[config.mk]
export PLATFORM = sky130hd
export DESIGN_NAME = coarse_attenuator_and_extender
export DESIGN_NICKNAME = d
export VERILOG_FILES = /design/src/rtl/coarse_attenuator_and_extender.sv
export SDC_FILE = /design/constraint.sdc
export NUM_CORES = 1
export LEC_CHECK = 0
export CAP_MARGIN = 30
export CORE_MARGIN = 2
export CORE_UTILIZATION = 50
export CTS_CLUSTER_SIZE = 20
export DETAILED_ROUTE_END_ITERATION = 10
export PLACE_DENSITY = 0.73
export SETUP_SLACK_MARGIN = 0.5
export SYNTH_ARGS = -nofsm -noshare
export SYNTH_HDL_FRONTEND = slang
export SYNTH_SLANG_ARGS = --single-unit
[constraint.sdc]
create_clock -name clk_i -period 6.4 [get_ports clk_i]
set_input_delay 1.92 -clock clk_i [delete_from_list [all_inputs] [get_ports clk_i]]
set_output_delay 1.92 -clock clk_i [all_outputs]
set_load 0.03 [all_outputs]
[src/rtl/coarse_attenuator_and_extender.sv]
// Left-aligns a narrow signed sample into a wider word, then divides by 2**k with round-half-up
// and saturation. Optional sticky clip flag under COARSE_ATTEN_CLIP_FLAG_EN.
module coarse_attenuator_and_extender #(
  parameter int unsigned INPUT_WIDTH      = 14,
  parameter int unsigned OUTPUT_WIDTH     = 16,
  parameter int unsigned MAX_LOG2_ATTEN   = 7,
  parameter int unsigned WIDTH_LOG2_ATTEN = 3,
  parameter int unsigned HOLDOFF_SAMPLES  = 16,
  parameter int unsigned HOLDOFF_WIDTH    = 5
) (
  input  logic                        clk_i,
  input  logic                        rst_i,
  input  logic [WIDTH_LOG2_ATTEN-1:0] log2_atten_i,
  input  logic                        valid_i,
  input  logic [INPUT_WIDTH-1:0]      data_i,
`ifdef COARSE_ATTEN_CLIP_FLAG_EN
  input  logic                        clip_clear_i,
  output logic                        clip_o,
`endif
  output logic                        valid_o,
  output logic [OUTPUT_WIDTH-1:0]     data_o,
  output logic                        settling_o
);

  localparam int unsigned SHIFT_IN = OUTPUT_WIDTH - INPUT_WIDTH;
  localparam int unsigned XW       = OUTPUT_WIDTH + 1;
  localparam int unsigned SW       = OUTPUT_WIDTH + 2;
  localparam logic [HOLDOFF_WIDTH-1:0] HOLD_LOAD =
    (HOLDOFF_SAMPLES > 0) ? HOLDOFF_WIDTH'(HOLDOFF_SAMPLES - 1) : '0;

  logic [WIDTH_LOG2_ATTEN-1:0] r_k_active;
  logic [HOLDOFF_WIDTH-1:0]    r_hold;
  logic                        r_s1_valid;
  logic signed [XW-1:0]        r_s1_x;
  logic [WIDTH_LOG2_ATTEN-1:0] r_s1_k;
  logic                        r_s1_mute;

  logic [WIDTH_LOG2_ATTEN-1:0] w_k_req;
  logic                        w_change;
  logic                        w_mute;
  logic [HOLDOFF_WIDTH-1:0]    w_hold_nxt;
  logic signed [XW-1:0]        w_x;
  logic [SW-1:0]               w_round;
  logic signed [SW-1:0]        w_sum;
  logic signed [SW-1:0]        w_y;
  logic                        w_ovf_pos;
  logic                        w_ovf_neg;
  logic [OUTPUT_WIDTH-1:0]     w_res;

  always_comb begin
    w_k_req = (log2_atten_i > WIDTH_LOG2_ATTEN'(MAX_LOG2_ATTEN)) ?
              WIDTH_LOG2_ATTEN'(MAX_LOG2_ATTEN) : log2_atten_i;
    w_change = valid_i && (w_k_req != r_k_active);
  end

  // The sample that carries a change is itself the first muted one, so the load
  // value already accounts for it.
  always_comb begin
    w_mute     = 1'b0;
    w_hold_nxt = r_hold;
    if (HOLDOFF_SAMPLES != 0 && valid_i) begin
      if (w_change) begin
        w_mute     = 1'b1;
        w_hold_nxt = HOLD_LOAD;
      end else if (r_hold != '0) begin
        w_mute     = 1'b1;
        w_hold_nxt = r_hold - 1'b1;
      end
    end
  end

  always_comb begin
    w_x = {{(XW - INPUT_WIDTH){data_i[INPUT_WIDTH-1]}}, data_i} << SHIFT_IN;
  end

  always_ff @(posedge clk_i or posedge rst_i) begin
    if (rst_i) begin
      r_k_active <= '0;
      r_hold     <= '0;
      r_s1_valid <= 1'b0;
      r_s1_x     <= '0;
      r_s1_k     <= '0;
      r_s1_mute  <= 1'b0;
    end else begin
      r_s1_valid <= valid_i;
      if (valid_i) begin
        r_k_active <= w_k_req;
        r_hold     <= w_hold_nxt;
        r_s1_x     <= w_x;
        r_s1_k     <= w_k_req;
        r_s1_mute  <= w_mute;
      end
    end
  end

  always_comb begin
    w_round = '0;
    if (r_s1_k != '0)
      w_round = SW'(1) << (r_s1_k - 1'b1);
    w_sum = {r_s1_x[XW-1], r_s1_x} + w_round;
    w_y   = w_sum >>> r_s1_k;
    // Overflow shows up as upper bits that are not all copies of the sign.
    w_ovf_pos = !w_y[SW-1] && (|w_y[SW-2:OUTPUT_WIDTH-1]);
    w_ovf_neg =  w_y[SW-1] && !(&w_y[SW-2:OUTPUT_WIDTH-1]);
    if (w_ovf_pos)
      w_res = {1'b0, {(OUTPUT_WIDTH-1){1'b1}}};
    else if (w_ovf_neg)
      w_res = {1'b1, {(OUTPUT_WIDTH-1){1'b0}}};
    else
      w_res = w_y[OUTPUT_WIDTH-1:0];
  end

  always_ff @(posedge clk_i or posedge rst_i) begin
    if (rst_i) begin
      valid_o    <= 1'b0;
      data_o     <= '0;
      settling_o <= 1'b0;
    end else begin
      valid_o <= r_s1_valid;
      if (r_s1_valid) begin
        data_o     <= r_s1_mute ? '0 : w_res;
        settling_o <= r_s1_mute;
      end
    end
  end

`ifdef COARSE_ATTEN_CLIP_FLAG_EN
  always_ff @(posedge clk_i or posedge rst_i) begin
    if (rst_i)
      clip_o <= 1'b0;
    else if (r_s1_valid && !r_s1_mute && (w_ovf_pos || w_ovf_neg))
      clip_o <= 1'b1;
    else if (clip_clear_i)
      clip_o <= 1'b0;
  end
`endif

endmodule
==> impl_metrics.yaml, run 1 <==
outcome:
  status: "complete, no violations"
placement:
  preCtsSetupSlack_ns: 2.58
  gp_congestion: 0.963
  io_buffer_count: 37
  hpwl_um: 5490
  dp_cells: 440
final_layout:
  fin_cells: 448
  area_growth_pct: 16.7
  nets: 401
  final_common_cell: "dfrtp_1"
  drive_gt1_frac: 0.0992
  antenna_cells: 0
  layout_common_cells: "42 x dfrtp_1, 37 x nand2_1, 37 x clkdlybuf4s50_1"
power:
  power_w: 0.000770
  p_leak_nw: 1.40
  ir_worst_vdd_v: 0.0000962
  power_density_nw_per_um2: 219
logic_synthesis:
  ys_seq_area_frac: 0.348
  yosysWarnings: 0
  synth_area_leaders: "dfrtp_1 35%, mux2_2 5.6%, nand2_1 4.6%"
  synthDominantCellAreaShare: 0.348
  synth-main-ff-cell: "dfrtp_1"
  yosys.area.top_type: "dfrtp_1"
  synth_edf_count: 0
  syn_nets: 373
  synthCells: 344
  synthArstFlopShare: 1.00
  synth_cell_types: 57
  syn_area_per_cell_um2: 8.77
  synth_area_um2: 3020
  ys_seq_elements: 42
critical_path:
  worstReg2RegStart: "r_s1_k[0]$_DFFE_PP0P_"
  critical_path_class: "flop to flop"
  worstReg2RegEnd: "data_o[11]$_DFFE_PP0P_"
  reg2reg_slack_ns: 2.59
  arrival_ns: 4.01
  critPathLaunchType: "flop"
  crit_fanout: 31
  r2r_cells: 11
  worst_ep_required_time_ns: 6.59
  crit_path_end_kind: "flop"
sta:
  tns_ns: 0
  fmax_ghz: 0.262
  relSlewSlack: 0.595
  timing.final.ws_setup_ns: 2.59
  rsz0062_at_grt: "false"
  slew_violations: 0
  setup_viol: 0
  worstMarginPinSlew_ns: 0.601
  min_period_ns: 3.81
  hold_violations: 0
  post-route-period-util: 0.596
  skew_ns: 0.0107
clocking:
  cts.htree.levels: 2
  ctsResizeCount: 0
  cts_buffers: 5
  numClockSinks: 42
  clk_latency_ns: 0.31
  path_clk_slew_ns: 0.09
  cts_root_buf: "clkbuf_8"
  hold_buffers: 0
  cts_setup_buffers: 0
  cts_buffer_depth: 2
  cts_tree: "built"
worst_hold_path:
  min_delay_path_depth: 1
  min-delay-start: "settling_o$_DFFE_PP0P_"
  whs_endpoint: "settling_o$_DFFE_PP0P_"
  hp-class: "flop to flop"
global_routing:
  grt.overflow.total: 0
  grt_usage: 0.240
  grt_first_pass_wirelength_um: 12200
  grt_max_degree: 43
  antenna_found_initial: 0
  first_global_vias: 2451
drt:
  routed_wirelength_um: 7440
  antenna_left: 0
  drc: 0
  wl_per_cell_um: 16.6
  vias_per_cell: 6.11
  first_pass_iters: 5
  vias: 2736
  drtIter0Drc: 193
die:
  start_util: 0.513
  die_area_um2: 6670
  core-area_um2: 5890
  io_pins: 38
  std_cell_rows: 28
  die_x_um: 81.7
  die_h_um: 81.7
job:
  max_cap_violations: 0
## how the worst max path moves through the flow
stage	start	end	slack [ns]	cells past startpoint
6_report	r_s1_k[0]$_DFFE_PP0P_	data_o[11]$_DFFE_PP0P_	2.59	11
3_3_place_gp	r_s1_k[0]$_DFFE_PP0P_	data_o[11]$_DFFE_PP0P_	2.65	11
5_1_grt	r_s1_k[0]$_DFFE_PP0P_	data_o[11]$_DFFE_PP0P_	2.31	11
2_1_floorplan	r_s1_k[1]$_DFFE_PP0P_	data_o[6]$_DFFE_PP0P_	2.49	13
4_1_cts	r_s1_k[0]$_DFFE_PP0P_	data_o[11]$_DFFE_PP0P_	2.56	11
3_5_place_dp	r_s1_k[0]$_DFFE_PP0P_	data_o[11]$_DFFE_PP0P_	2.58	11
## cell type report
class | count | area (um^2)
Multi-Input combinational cell | 268 | 1830
Clock inverter | 3 | 23.8
Tap cell | 75 | 93.8
Clock buffer | 5 | 68.8
Sequential cell | 42 | 1050
Inverter | 14 | 52.6
Fill cell | 540 | 2370
Timing Repair Buffer | 41 | 400
## state kept, by name (all words and copies together) (netlist names)
register and count:
r_s1_k 3, valid_o 1, data_o 16, r_s1_mute 1, settling_o 1, r_hold 5, r_s1_valid 1, r_s1_x 14
## cell usage after synthesis, drive strengths merged (4+ instances only)
master and instances:
a211oi 6, dfrtp 42, nand3 12, nand2 37
o211ai 8, inv 13, mux2 15, mux2i 10
buf 6, o21ai 28, o221ai 4, or3 5
clkbuf 14, xor2 8, nand4 4, nor3 13
xnor2 10, a21oi 13, ha 8, nor2 33
## routing by layer
| metal | track usage | part of all wire |
|---|---|---|
| met5 | 0 | 0 |
| met4 | 0.0917 | 0.026 |
| met3 | 0.0352 | 0.044 |
| met2 | 0.383 | 0.46 |
| met1 | 0.331 | 0.47 |
## cell families (layout without fill, tap and decap cells)
kind of cell / count (synthesis) / after routing / share of synthesized area
compound gates: 90 / 90 / 0.209
xor+xnor: 18 / 18 / 0.0523
fa+ha+maj: 9 / 9 / 0.0398
buf+inv: 34 / 63 / 0.0452
flops: 42 / 42 / 0.348
mux: 28 / 28 / 0.112
other cells: 1 / 1 / 0.00124
simple gates: 122 / 122 / 0.192
## critical path, cell delays in order, from the launching register on
cell	delay (ns)
dfrtp_1	0.33
buf_4	0.33
clkinv_1	0.40
nor3_1	0.29
ha_1	0.33
a21o_1	0.22
a2111oi_4	0.56
nor2_1	0.30
xor2_1	0.22
mux4_2	0.49
nor2_1	0.11
o21ai_0	0.10
## power breakdown
part	internal [W]	switching, W
clock network	0.0000781	0.000104
registers	0.000291	0.0000256
logic	0.000114	0.000158
total	0.000482	0.000287
## stage by stage
step / utilization / cell area [um^2] / hold WS, ns
after global routing: 0.598 / 3520 / 0.535
after detailed placement: 0.582 / 3430 / 0.493
after CTS: 0.598 / 3520 / 0.516
final: 0.598 / 3520 / 0.513
after floorplan: - / 3020 / 0.453
after global placement: 0.582 / 3430 / 0.485
(Power assumes the default switching activity.)
==> inputs of run 2 (changes only) <==
- clock period: 6.4 -> 3.8 ns (I/O delays scaled with it)
==> impl_metrics.yaml, run 2 (synthesis gave the netlist of run 1 again) <==
critical_path:
  arrival_ns: 3.32
  cp_top_family: "compound AO/OA/AOI/OAI gates"
  critical_path_class: "flop to flop"
  path_common_cell: "o21ai_0"
  critPathLaunchType: "flop"
  crit_chain: "buf_8 > nor3_2 > ha_1 > a211oi_2 > o21ai_0 > xor2_1 > a211o_1 > a32o_1 > o21ai_0 > o21ai_0"
  crit_fanout: 26
  worstReg2RegEnd: "data_o[0]$_DFFE_PP0P_"
  r2r_cells: 10
  slowest_delay_ns: 0.47
  worstReg2RegStart: "r_s1_k[0]$_DFFE_PP0P_"
  crit_buf_inv: 1
  worst_ep_required_time_ns: 3.96
  cp_slowest_cell: "dfrtp_2"
  crit_path_end_kind: "flop"
  reg2reg_slack_ns: 0.64
drt:
  routed_wirelength_um: 7640
  wl_per_cell_um: 16.6
  vias: 2780
  antenna_left: 0
  vias_per_cell: 6.04
  drtIter0Drc: 228
  drc: 0
  first_pass_iters: 4
sta:
  tns_ns: 0
  fmax_ghz: 0.317
  relSlewSlack: 0.630
  post-route-period-util: 0.831
  skew_ns: 0.00439
  min_period_ns: 3.16
  setup_viol: 0
  worstMarginPinSlew_ns: 0.548
  hold_violations: 0
  slew_violations: 0
  rsz0062_at_grt: "false"
  timing.final.ws_setup_ns: 0.642
final_layout:
  top_regs: "data_o (16), r_s1_x (14), r_hold (5)"
  final_common_cell: "dfrtp_1"
  regMostFlops: "data_o"
  drive_gt1_frac: 0.151
  antenna_cells: 0
  area_growth_pct: 21.7
  largest_reg_flops: 16
  nets: 413
  layout_common_cells: "40 x dfrtp_1, 37 x nand2_1, 37 x clkdlybuf4s50_1"
worst_hold_path:
  whs_endpoint: "settling_o$_DFFE_PP0P_"
  min_delay_path_depth: 1
  hp-class: "flop to flop"
  min-delay-start: "settling_o$_DFFE_PP0P_"
die:
  core-area_um2: 5890
  start_util: 0.513
  die_h_um: 81.7
  die_x_um: 81.7
  std_cell_rows: 28
  io_pins: 38
  die_area_um2: 6670
placement:
  gp_congestion: 1.01
  io_buffer_count: 37
  preCtsSetupSlack_ns: 0.432
  hpwl_um: 5710
global_routing:
  grt_usage: 0.243
  grt_max_degree: 43
  first_global_vias: 2507
  antenna_found_initial: 0
  grt.overflow.total: 0
  grt_first_pass_wirelength_um: 12400
clocking:
  cts_root_buf: "clkbuf_8"
  path_clk_slew_ns: 0.09
  cts_buffer_depth: 2
  cts_buffers: 5
  cts.htree.levels: 2
  numClockSinks: 42
  cts_tree: "built"
  clk_latency_ns: 0.29
power:
  power_density_nw_per_um2: 376
  ir_worst_vdd_v: 0.000219
  p_leak_nw: 1.48
outcome:
  status: "complete, no violations"
job:
  max_cap_violations: 0
[run 2: cell count changes in the layout (fill, tap and decap cells not counted), sizes merged]
cell,change
bufinv,+1
clkinv,+1
buf,+12
clkinvlp,-2
[run 2: repair_timing]
action | CTS | global route
pin swaps | 1 | 1
buffers inserted | 1 | 4
hold buffers | 0 | 0
endpoints found under the setup margin | 6 | 14
gates resized for setup | 2 | 6
[run 2: metal layers]
metal / part of all wire / track usage / routed length (um) / vias up
met5: 0 / 0 / 0 / -
met4: 0.030 / 0.0967 / 229 / 0
met3: 0.057 / 0.0330 / 434 / 20
met2: 0.45 / 0.369 / 3400 / 121
met1: 0.47 / 0.350 / 3580 / 1298
li1: - / - / - / 1341
[run 2: how the worst max path moves through the flow]
stage	to	startpoint	slack, ns	cells after the start
global route	data_o[6]$_DFFE_PP0P_	r_s1_k[0]$_DFFE_PP0P_	0.54	12
CTS	data_o[6]$_DFFE_PP0P_	r_s1_k[0]$_DFFE_PP0P_	0.55	10
detailed placement	data_o[6]$_DFFE_PP0P_	r_s1_k[1]$_DFFE_PP0P_	0.43	11
global placement	data_o[6]$_DFFE_PP0P_	r_s1_k[1]$_DFFE_PP0P_	0.46	11
finish	data_o[0]$_DFFE_PP0P_	r_s1_k[0]$_DFFE_PP0P_	0.64	10
floorplan	data_o[6]$_DFFE_PP0P_	r_s1_k[1]$_DFFE_PP0P_	0.53	13
[run 2: power by group]
part / switching [W] / internal, W / leakage (nW)
combinational: 0.000274 / 0.000209 / 0.913
clock: 0.000167 / 0.000197 / 0.0585
sequential: 0.0000450 / 0.000490 / 0.508
total: 0.000486 / 0.000896 / 1.48
[run 2: through the flow]
step	hold slack, ns	instance area, um^2	utilization	instances	total power, W
2_1_floorplan	0.453	3080	-	344	0.000864
3_3_place_gp	0.481	3500	0.595	447	0.000998
3_5_place_dp	0.496	3500	0.595	447	0.00101
4_1_cts	0.517	3630	0.616	456	0.00138
5_1_grt	0.539	3670	0.624	460	0.00146
6_report	0.513	3670	0.624	460	0.00138
[run 2: final cells by class]
| class | instances | area, um^2 |
|---|---|---|
| Fill cell | 517 | 2210 |
| Multi-Input combinational cell | 268 | 1860 |
| Clock buffer | 5 | 68.8 |
| Timing Repair Buffer | 53 | 498 |
| Sequential cell | 42 | 1050 |
| Inverter | 14 | 52.6 |
| Clock inverter | 3 | 43.8 |
| Tap cell | 75 | 93.8 |
